===== config.mk =====
export PLATFORM = sky130hd
export DESIGN_NAME = pt_enc_absorb
export DESIGN_NICKNAME = d
export VERILOG_FILES = /design/src/rtl/ascon_pkg.sv /design/src/rtl/ascon_round.sv /design/src/rtl/pt_enc_absorb.sv
export SDC_FILE = /design/constraint.sdc
export NUM_CORES = 2
export LEC_CHECK = 0
export CAP_MARGIN = 40
export CORE_AREA = 2 2 359 361
export CTS_CLUSTER_SIZE = 16
export DETAILED_ROUTE_END_ITERATION = 7
export DIE_AREA = 0 0 361 363
export DONT_BUFFER_PORTS = 1
export GPL_ROUTABILITY_DRIVEN = 0
export PLACE_DENSITY_LB_ADDON = 0.05
export REMOVE_ABC_BUFFERS = 1
export SETUP_SLACK_MARGIN = 0.05
export SLEW_MARGIN = 20
export SYNTH_ARGS = -nofsm -noshare
export SYNTH_HDL_FRONTEND = slang
export SYNTH_SLANG_ARGS = --single-unit

===== constraint.sdc =====
create_clock -name clk -period 3.8 [get_ports clk]
set_clock_uncertainty 0.1 [all_clocks]
set_input_delay 0.76 -clock clk [delete_from_list [all_inputs] [get_ports clk]]
set_output_delay 0.76 -clock clk [all_outputs]
set_load 0.05 [all_outputs]

===== src/rtl/ascon_pkg.sv =====
// ============================================================================
// Module      : ascon_pkg
// Description : Shared ASCON-128a types, constants and helpers.
// Revision    : 1.0 - initial release
// ============================================================================
`default_nettype none

package ascon_pkg;

    localparam int          STATE_W  = 320;
    localparam int          RATE_W   = 128;
    localparam logic [7:0]  PAD_BYTE = 8'h80;

    localparam logic [7:0]  P8_RC [8] = '{8'hb4, 8'ha5, 8'h96, 8'h87,
                                          8'h78, 8'h69, 8'h5a, 8'h4b};

    typedef enum logic [2:0] {
        ST_IDLE   = 3'd0,
        ST_ABSORB = 3'd1,
        ST_EMIT   = 3'd2,
        ST_PERM   = 3'd3,
        ST_PAD    = 3'd4,
        ST_DONE   = 3'd5
    } fsm_e;

    // Ones over the leading n bytes (byte 0 is the MSB); n >= 16 gives all ones.
    function automatic logic [RATE_W-1:0] byte_mask(input logic [4:0] n);
        logic [RATE_W-1:0] m;
        m = '0;
        for (int i = 0; i < 16; i++) begin
            if (5'(i) < n) m[RATE_W-1-8*i -: 8] = 8'hFF;
        end
        return m;
    endfunction

endpackage

`default_nettype wire


===== src/rtl/ascon_round.sv =====
// ============================================================================
// Module      : ascon_round
// Description : One combinational ASCON round: constant add, S-box, diffusion.
// Revision    : 1.0 - initial release
// ============================================================================
`default_nettype none

module ascon_round
    import ascon_pkg::*;
(
    input  logic [STATE_W-1:0] i_state,
    input  logic [7:0]         i_rc,
    output logic [STATE_W-1:0] o_state
);

    function automatic logic [63:0] ror64(input logic [63:0] v, input int r);
        return (v >> r) | (v << (64 - r));
    endfunction

    logic [63:0] w_x0, w_x1, w_x2, w_x3, w_x4;
    logic [63:0] w_t0, w_t1, w_t2, w_t3, w_t4;

    // Bit-sliced S-box over the five 64-bit lanes.
    always_comb begin
        w_x0 = i_state[319:256];
        w_x1 = i_state[255:192];
        w_x2 = i_state[191:128] ^ {56'd0, i_rc};
        w_x3 = i_state[127:64];
        w_x4 = i_state[63:0];

        w_x0 = w_x0 ^ w_x4;
        w_x4 = w_x4 ^ w_x3;
        w_x2 = w_x2 ^ w_x1;
        w_t0 = ~w_x0 & w_x1;
        w_t1 = ~w_x1 & w_x2;
        w_t2 = ~w_x2 & w_x3;
        w_t3 = ~w_x3 & w_x4;
        w_t4 = ~w_x4 & w_x0;
        w_x0 = w_x0 ^ w_t1;
        w_x1 = w_x1 ^ w_t2;
        w_x2 = w_x2 ^ w_t3;
        w_x3 = w_x3 ^ w_t4;
        w_x4 = w_x4 ^ w_t0;
        w_x1 = w_x1 ^ w_x0;
        w_x0 = w_x0 ^ w_x4;
        w_x3 = w_x3 ^ w_x2;
        w_x2 = ~w_x2;
    end

    assign o_state = {w_x0 ^ ror64(w_x0, 19) ^ ror64(w_x0, 28),
                      w_x1 ^ ror64(w_x1, 61) ^ ror64(w_x1, 39),
                      w_x2 ^ ror64(w_x2,  1) ^ ror64(w_x2,  6),
                      w_x3 ^ ror64(w_x3, 10) ^ ror64(w_x3, 17),
                      w_x4 ^ ror64(w_x4,  7) ^ ror64(w_x4, 41)};

endmodule

`default_nettype wire


===== src/rtl/pt_enc_absorb.sv =====
// ============================================================================
// Module      : pt_enc_absorb
// Description : ASCON-128a encrypt-side plaintext absorb / ciphertext emit.
//               ASCON_CT_TAIL_ZERO_EN zeroes ciphertext bytes beyond ct_bytes.
// Revision    : 1.0 - initial release
// ============================================================================
`default_nettype none

module pt_enc_absorb
    import ascon_pkg::*;
#(
    parameter int UNROLL = 1
)(
    input  logic                clk,
    input  logic                rst,
    input  logic                start,
    input  logic [STATE_W-1:0]  s_in,
    input  logic                pt_valid,
    output logic                pt_ready,
    input  logic [RATE_W-1:0]   pt_data,
    input  logic [4:0]          pt_bytes,
    input  logic                pt_last,
    output logic                ct_valid,
    input  logic                ct_ready,
    output logic [RATE_W-1:0]   ct_data,
    output logic [4:0]          ct_bytes,
    output logic [STATE_W-1:0]  s_out,
    output logic                done,
    output logic                busy
);

    localparam int         CAP_W      = STATE_W - RATE_W;
    localparam logic [2:0] c_rnd_step = 3'(UNROLL);
    localparam logic [2:0] c_rnd_last = 3'(8 - UNROLL);

    fsm_e                fsm_q, fsm_d;
    logic [STATE_W-1:0]  state_q, state_d;
    logic [RATE_W-1:0]   ct_data_q, ct_data_d;
    logic [4:0]          ct_bytes_q, ct_bytes_d;
    logic                last_q, last_d;
    logic [2:0]          rnd_q, rnd_d;
    logic [STATE_W-1:0]  s_out_q, s_out_d;
    logic                done_q, done_d;
    logic                busy_q, busy_d;
    logic                pt_ready_q, pt_ready_d;
    logic                ct_valid_q, ct_valid_d;

    logic [4:0]          w_n;
    logic [RATE_W-1:0]   w_rate, w_mask, w_xor, w_pad, w_rate_new, w_ct;
    logic [STATE_W-1:0]  w_state_abs, w_state_pad;
    logic [STATE_W-1:0]  w_chain [UNROLL+1];

    // Non-final beats are always full blocks; oversize byte counts saturate.
    assign w_n        = !pt_last ? 5'd16 : ((pt_bytes > 5'd16) ? 5'd16 : pt_bytes);
    assign w_rate     = state_q[STATE_W-1 -: RATE_W];
    assign w_mask     = byte_mask(w_n);
    assign w_xor      = pt_data ^ w_rate;
    assign w_pad      = (pt_last && (w_n < 5'd16))
                      ? (byte_mask(w_n + 5'd1) & ~w_mask & {16{PAD_BYTE}})
                      : '0;
    assign w_rate_new = ((w_rate & ~w_mask) | (w_xor & w_mask)) ^ w_pad;
    assign w_state_abs = {w_rate_new, state_q[CAP_W-1:0]};
    assign w_state_pad = state_q ^ {PAD_BYTE, {(STATE_W-8){1'b0}}};

`ifdef ASCON_CT_TAIL_ZERO_EN
    assign w_ct = w_xor & w_mask;
`else
    assign w_ct = w_xor;
`endif

    assign w_chain[0] = state_q;

    generate
        for (genvar k = 0; k < UNROLL; k++) begin : g_round
            ascon_round u_round (
                .i_state (w_chain[k]),
                .i_rc    (P8_RC[rnd_q + 3'(k)]),
                .o_state (w_chain[k+1])
            );
        end
    endgenerate

    always_comb begin
        fsm_d      = fsm_q;
        state_d    = state_q;
        ct_data_d  = ct_data_q;
        ct_bytes_d = ct_bytes_q;
        last_d     = last_q;
        rnd_d      = rnd_q;
        s_out_d    = s_out_q;
        done_d     = 1'b0;
        busy_d     = busy_q;
        pt_ready_d = pt_ready_q;
        ct_valid_d = ct_valid_q;

        case (fsm_q)
            ST_IDLE: begin
                if (start) begin
                    state_d    = s_in;
                    busy_d     = 1'b1;
                    pt_ready_d = 1'b1;
                    fsm_d      = ST_ABSORB;
                end
            end
            ST_ABSORB: begin
                if (pt_valid) begin
                    state_d    = w_state_abs;
                    ct_data_d  = w_ct;
                    ct_bytes_d = w_n;
                    last_d     = pt_last;
                    pt_ready_d = 1'b0;
                    if (w_n == 5'd0) begin
                        s_out_d = w_state_abs;
                        done_d  = 1'b1;
                        fsm_d   = ST_DONE;
                    end else begin
                        ct_valid_d = 1'b1;
                        fsm_d      = ST_EMIT;
                    end
                end
            end
            ST_EMIT: begin
                if (ct_ready) begin
                    ct_valid_d = 1'b0;
                    if (!last_q || (ct_bytes_q == 5'd16)) begin
                        rnd_d = 3'd0;
                        fsm_d = ST_PERM;
                    end else begin
                        s_out_d = state_q;
                        done_d  = 1'b1;
                        fsm_d   = ST_DONE;
                    end
                end
            end
            ST_PERM: begin
                state_d = w_chain[UNROLL];
                rnd_d   = rnd_q + c_rnd_step;
                if (rnd_q == c_rnd_last) begin
                    // A full final block still owes its padding after the permutation.
                    if (last_q) begin
                        fsm_d = ST_PAD;
                    end else begin
                        pt_ready_d = 1'b1;
                        fsm_d      = ST_ABSORB;
                    end
                end
            end
            ST_PAD: begin
                state_d = w_state_pad;
                s_out_d = w_state_pad;
                done_d  = 1'b1;
                fsm_d   = ST_DONE;
            end
            ST_DONE: begin
                busy_d = 1'b0;
                fsm_d  = ST_IDLE;
            end
            default: begin
                fsm_d = ST_IDLE;
            end
        endcase
    end

    always_ff @(posedge clk or negedge rst) begin
        if (!rst) begin
            fsm_q      <= ST_IDLE;
            state_q    <= '0;
            ct_data_q  <= '0;
            ct_bytes_q <= '0;
            last_q     <= 1'b0;
            rnd_q      <= '0;
            s_out_q    <= '0;
            done_q     <= 1'b0;
            busy_q     <= 1'b0;
            pt_ready_q <= 1'b0;
            ct_valid_q <= 1'b0;
        end else begin
            fsm_q      <= fsm_d;
            state_q    <= state_d;
            ct_data_q  <= ct_data_d;
            ct_bytes_q <= ct_bytes_d;
            last_q     <= last_d;
            rnd_q      <= rnd_d;
            s_out_q    <= s_out_d;
            done_q     <= done_d;
            busy_q     <= busy_d;
            pt_ready_q <= pt_ready_d;
            ct_valid_q <= ct_valid_d;
        end
    end

    assign pt_ready = pt_ready_q;
    assign ct_valid = ct_valid_q;
    assign ct_data  = ct_data_q;
    assign ct_bytes = ct_bytes_q;
    assign s_out    = s_out_q;
    assign done     = done_q;
    assign busy     = busy_q;

endmodule

`default_nettype wire


======== After elaboration in Yosys (flattened, before gate mapping) ========
Memories as Yosys holds them, arrays and structs flattened.
Index checks and enable logic that the tools add are counted.
cells by class
  $add $sub $neg .......................... 2
  magnitude comparators ................... 35
  equal/unequal tests ..................... 16
  multiplexer cells ....................... 71
  bitwise gates (word level) .............. 54
  reduce and logical (&&, ||, !) cells .... 22
operators with widths
  kind                                                                  number
  320-bit 2-to-1 mux                                                    6
  64-bit bitwise XOR                                                    21
  320-bit case mux with 4 select lines                                  1
  320-bit case mux with 3 select lines                                  1
  128-bit bitwise AND                                                   3
  64-bit inverter                                                       6
  64-bit bitwise AND                                                    5
  8-bit 2-to-1 mux                                                      34
  128-bit bitwise XOR                                                   2
  128-bit 2-to-1 mux                                                    1
  128-bit inverter                                                      1
  128-bit OR                                                            1
  4-bit by 5-bit < comparator with 1-bit output (first input constant)  16
  23-bit by 64-bit OR with 64-bit output                                1
  25-bit by 64-bit OR with 64-bit output                                1
  3-bit by 64-bit OR with 64-bit output                                 1
  36-bit by 64-bit OR with 64-bit output                                1
  45-bit by 64-bit OR with 64-bit output                                1
  47-bit by 64-bit OR with 64-bit output                                1
  54-bit by 64-bit OR with 64-bit output                                1
  57-bit by 64-bit OR with 64-bit output                                1
  58-bit by 64-bit OR with 64-bit output                                1
  63-bit by 64-bit OR with 64-bit output                                1
  64-bit by 8-bit bitwise XOR with 64-bit output                        1
  34 further kinds                                                      91
word-level totals
  bits in registers ....................... 784
  bits in read-only memories .............. 64
  input port bits ......................... 459
  output and inout port bits .............. 457
  logic and storage cells ................. 214
  memories ................................ 1
memory list
  name              words  bits a word  read ports  clocked after Yosys merged registers in  write ports  RTL line             RTL
  (name not given)  8      8            1           0                                        0            pt_enc_absorb.sv:77  .i_rc (P8_RC[rnd_q + 3'(k)]),

======== Longest topological paths before layout ========
  depth in word-level cells ............... 14
  mapped depth ............................ 17
  depth with buffers taken out ............ 12

======== Modules after synthesis ========
Synthesis repeated with hierarchy kept, for this count alone.
second synthesis, totals
  cell total of the unflattened synthesis .. 5615
  area, all modules ....................... 53436.2 um2
modules (own cells, without submodules)
  module         times used  cells an instance  area an instance (um2)  sequential area each (um2)
  pt_enc_absorb  1           4033               36702.7                 19618.8
  ascon_round    1           1582               16733.5                 0.0

======== Worst setup path after synthesis ========
No wires, ideal clock.
  kind .................................... input-to-reg
  from .................................... input pt_bytes[4]
  to ...................................... register state_q[247]
  library setup time ...................... 0.104 ns
  arrival ................................. 3.529 ns
  required time ........................... 3.596 ns
  slack ................................... 0.068 ns
  cell stages on the path ................. 17
  buffers on the path ..................... 5
  cell sequence ........................... buf_2 nand2b_1 buf_2 inv_1 buf_2 nand2_1 inv_1 ha_1 clkbuf_1 and3_1 ha_1 clkbuf_1 o31ai_1 o311ai_2 nand2_1 a311o_1 a221oi_1
on the way
  longest elaborated chain between the ends .. 11
  elaborated cells on any way between the ends .. 19
  those cells by class .................... 1 x add/sub; 4 x order compare; 7 x mux; 6 x bitwise; 1 x reduce/logical
RTL lines
  item                                                                                                            RTL line                                                   RTL
  from (decl)                                                                                                     pt_enc_absorb.sv:21                                        input logic [4:0] pt_bytes,
  5-bit greater-than comparator *                                                                                 pt_enc_absorb.sv:54                                        assign w_n = !pt_last ? 5'd16 : ((pt_bytes > 5'd16) ? 5'd16 : pt_bytes);
  5-bit 2-to-1 mux * (2 in series)                                                                                pt_enc_absorb.sv:54
  net w_n[1]                                                                                                      pt_enc_absorb.sv:48                                        logic [4:0] w_n;
  5-bit by 1-bit adder with 5-bit output / 4-bit by 5-bit < comparator with 1-bit output (equally long branches)  pt_enc_absorb.sv:59, ascon_pkg.sv:31
  4-bit by 5-bit < comparator with 1-bit output / 8-bit 2-to-1 mux (equally long branches)                        ascon_pkg.sv:31                                            if (5'(i) < n) m[RATE_W-1-8*i -: 8] = 8'hFF;
  8-bit 2-to-1 mux / 128-bit inverter (equally long branches)                                                     ascon_pkg.sv:31, pt_enc_absorb.sv:59, pt_enc_absorb.sv:61
  128-bit bitwise AND (on tied branches)                                                                          pt_enc_absorb.sv:59, pt_enc_absorb.sv:61
  128-bit 2-to-1 mux / 128-bit OR (equally long branches)                                                         pt_enc_absorb.sv:59, pt_enc_absorb.sv:61
  128-bit bitwise XOR *                                                                                           pt_enc_absorb.sv:61                                        assign w_rate_new = ((w_rate & ~w_mask) | (w_xor & w_mask)) ^ w_pad;
  320-bit 2-to-1 mux *                                                                                            pt_enc_absorb.sv:106                                       if (pt_valid) begin
  320-bit case mux with 4 select lines *                                                                          pt_enc_absorb.sv:96                                        case (fsm_q)
  to (signal assigned)                                                                                            pt_enc_absorb.sv:179                                       state_q <= state_d;
  to (decl)                                                                                                       pt_enc_absorb.sv:37                                        logic [STATE_W-1:0] state_q, state_d;
The timed path passes the listed nets; every way through them passes the cells marked *. The select of a mux whose other input is x is not followed.
A chain may end at the register's enable or synchronous reset.

======== Worst setup path in the final report ========
  from .................................... register state_q[247]
  to ...................................... register state_q[102]
on the way
  longest elaborated chain between the ends .. 6
RTL lines
  item                                    RTL line             RTL
  64-bit bitwise XOR                      ascon_round.sv:33    w_x2 = w_x2 ^ w_x1;
  64-bit bitwise XOR                      ascon_round.sv:41    w_x2 = w_x2 ^ w_t3;
  64-bit bitwise XOR                      ascon_round.sv:46    w_x3 = w_x3 ^ w_x2;
  47-bit by 64-bit OR with 64-bit output  ascon_round.sv:17    return (v >> r) | (v << (64 - r));
  64-bit bitwise XOR                      ascon_round.sv:53    w_x3 ^ ror64(w_x3, 10) ^ ror64(w_x3, 17),
  320-bit case mux with 4 select lines    pt_enc_absorb.sv:96
Every way passes these cells.

==> results.md <==
- Compound-Gate Fraction of Synth Area: 13.7%
- CP Max Fanout: 7
- Cell area after synthesis: 52800 µm²
- Clock root cell: clkbuf_16
- Nets: 6177
- Initial antenna violation count: 56
- CTS tree: built
- CTS Sinks: 784
- Initial Util: 41.6%
- Post-CTS Setup Inserts: 0
- Relative slew slack: 30.9%
- Commonest cells in the netlist: nand2_1, xnor2_1, dfrtp_1
- Mapped Cells: 5500
- Cells after DPL: 7137
- Global-route wire length before repair: 350 mm
- Yosys top cell area share: 37.2%
- Hpwl dp: 204 mm
- Skew-Pair Late Insertion Delay: 730 ps
- Hold crit path type: input port to register
- CP Class: register to register
- Area contributors post-synth: dfrtp_1, xnor2_1, xnor3_1, nand2_1, a21oi_1
- FMAX: 307 MHz
- Fin cells: 7365
- Critical Path Source Type: register
- Synth cell types: 81
- Vias in the first global route: 41.1k
- Number of max-cap violations: 0
- Post-Synth XOR/XNOR Area: 28.5%
- DR iter-0 viols: 5195
- DR vias/cell: 5.91
- Row cnt: 131
- Avg Cell Area, Syn: 9.60 µm²
- RSZ-0062 raised after global routing: no
- Drt first pass iters: 7
- Share of the yosys chip area belonging to registers: 37.2%
- DR DRC count: 0
- Longest Clk Path Bufs: 3
- Crit path DAT: 3770 ps
- GRT Overall Usage: 38.8%
- Fraction of layout cells with a size suffix above 1: 11.3%
- Simple-gate portion of the synthesized area: 11.1%
- YS warnings: 0
- CTS H-tree lvls: 3
- R2R setup slack: 540 ps
- Critical path capture point type: register
- Mux share of post-synthesis cell area: 1.45%
- CTS-repair resized insts: 0
- Total CTS buffers: 96
- EDFF count, synth: 0
- Grt ovf: 0
- Routed wire per std cell: 35.5 µm
- Synth Register Bits: 784
- Vias: 43.5k
- Fin crit period: 3260 ps
- Largest net degree at the start of global routing: 785
- Most frequent cell after synthesis: nand2_1
- Core Footprint: 127000 µm²
- Final setup vio count: 0
- Layout area overhead: 13.6%
- Main combinational cell family by area after synthesis: XOR/XNOR gates
- Period utilization: 85.9%
- Adder-cell area share of the yosys netlist: 3.74%
- Routed WL: 262 mm
- PortBufs: 0
- Die Ht: 363 µm
- Critical Path RT: 4300 ps
- I/O pin count: 916
- Slew @ Worst Pin: 1030 ps
- Async S/R FF share, synth: 100%
- Dominant cell type by area after synthesis: dfrtp_1
- Commonest register cell after synthesis: dfrtp_1
- Hold Vio Cnt, Final: 0
- Reg clk slew, reported paths: 60 ps
- Max-slew violations: 0
- Die ar.: 131000 µm²
- Final ANT Viol Nets: 0
- Status: finished clean
- Die W: 361 µm
-- flip-flops by register name, indices dropped and copies added (netlist names) --
signal	cells
s_out	320
fsm_q	3
state_q	320
done	1
ct_valid	1
busy	1
last_q	1
rnd_q	3
ct_bytes	5
ct_data	128
pt_ready	1
-- logic make-up (layout without fill, tap and decap cells) --
kind of cell	after synthesis	count (layout)
simple gates	1502	1502
mux	70	70
fa+ha+maj	164	164
buf+inv	527	689
flops	784	784
other cells	0	41
compound gates	1180	1180
xor+xnor	1273	1273
-- worst paths after layout --
path                                                 end  depth (start not counted)                      from
worst max register to register  state_q[102]$_DFFE_PN0P_                          7  state_q[247]$_DFFE_PN0P_
min in group asynchronous         s_out[305]$_DFFE_PN0P_                          2                       rst
worst min register to register    s_out[181]$_DFFE_PN0P_                          2  state_q[181]$_DFFE_PN0P_
max in group asynchronous       state_q[147]$_DFFE_PN0P_                          4                       rst
worst min-delay path                  last_q$_DFFE_PN0P_                          2                   pt_last
worst max-delay path            state_q[102]$_DFFE_PN0P_                          7  state_q[247]$_DFFE_PN0P_
-- layout by cell type, fill, tap and decap left out, drive strengths merged, types with 9 or more instances in the layout --
master  synthesis  routed
xnor2         868     868
a221oi         30      30
a31oi           9       9
o22ai           9       9
nand2         977     977
nand2b         12      12
inv           170     174
maj3           30      30
xor2          152     152
a222oi         79      79
nor3           10      10
a22oi         212     212
mux2           50      50
mux2i          20      20
nor2          454     454
dfrtp         784     784
diode           0      41
nand3          13      13
o21a           14      14
clkbuf        213     130
o21ai         359     359
buf           144     340
nor2b          10      10
bufinv          0      13
ha            134     134
a21oi         407     407
xor3           31      31
xnor3         222     222
clkinv          0      23
-- layout make-up --
type	count	area (µm²)
Multi-Input combinational cell	4189	31100
Inverter	170	643
Antenna cell	41	103
Sequential cell	784	19600
Clock buffer	128	2690
Fill cell	12200	67000
Tap cell	1662	2080
Timing Repair Buffer	343	3080
Clock inverter	48	702
-- per-stage QoR --
stage	setup TNS, ps	utilization (%)	setup slack, ps	instance area (µm²)	hold slack, ps
floorplan	-4602970	-	-11630	51200	364
global placement	0	44.2	559	56200	396
detailed placement	0	44.3	533	56300	422
CTS	0	47.0	528	59700	-379
global route	0	47.2	303	59900	36.6
finish	0	47.2	538	60000	46.9
-- routing by layer --
layer,part of all wire [%],GRT usage (%),vias to the layer above
met1,38,47.8,21900
met2,46,62.2,2283
met4,5.3,18.9,24
met5,0.062,0,-
met3,10,11.7,466
li1,-,-,18800
-- worst max-delay path, stage by stage, from the launching register on --
cell and delay (ps):
dfrtp_1 530, inv_1 100, ha_1 300, xnor2_1 540, xor2_1 700, xnor3_1 580, a22oi_1 200, a21oi_1 90
Power is not shown: default switching activity piles up to over one toggle a cycle in this logic, so the estimate is an artifact.
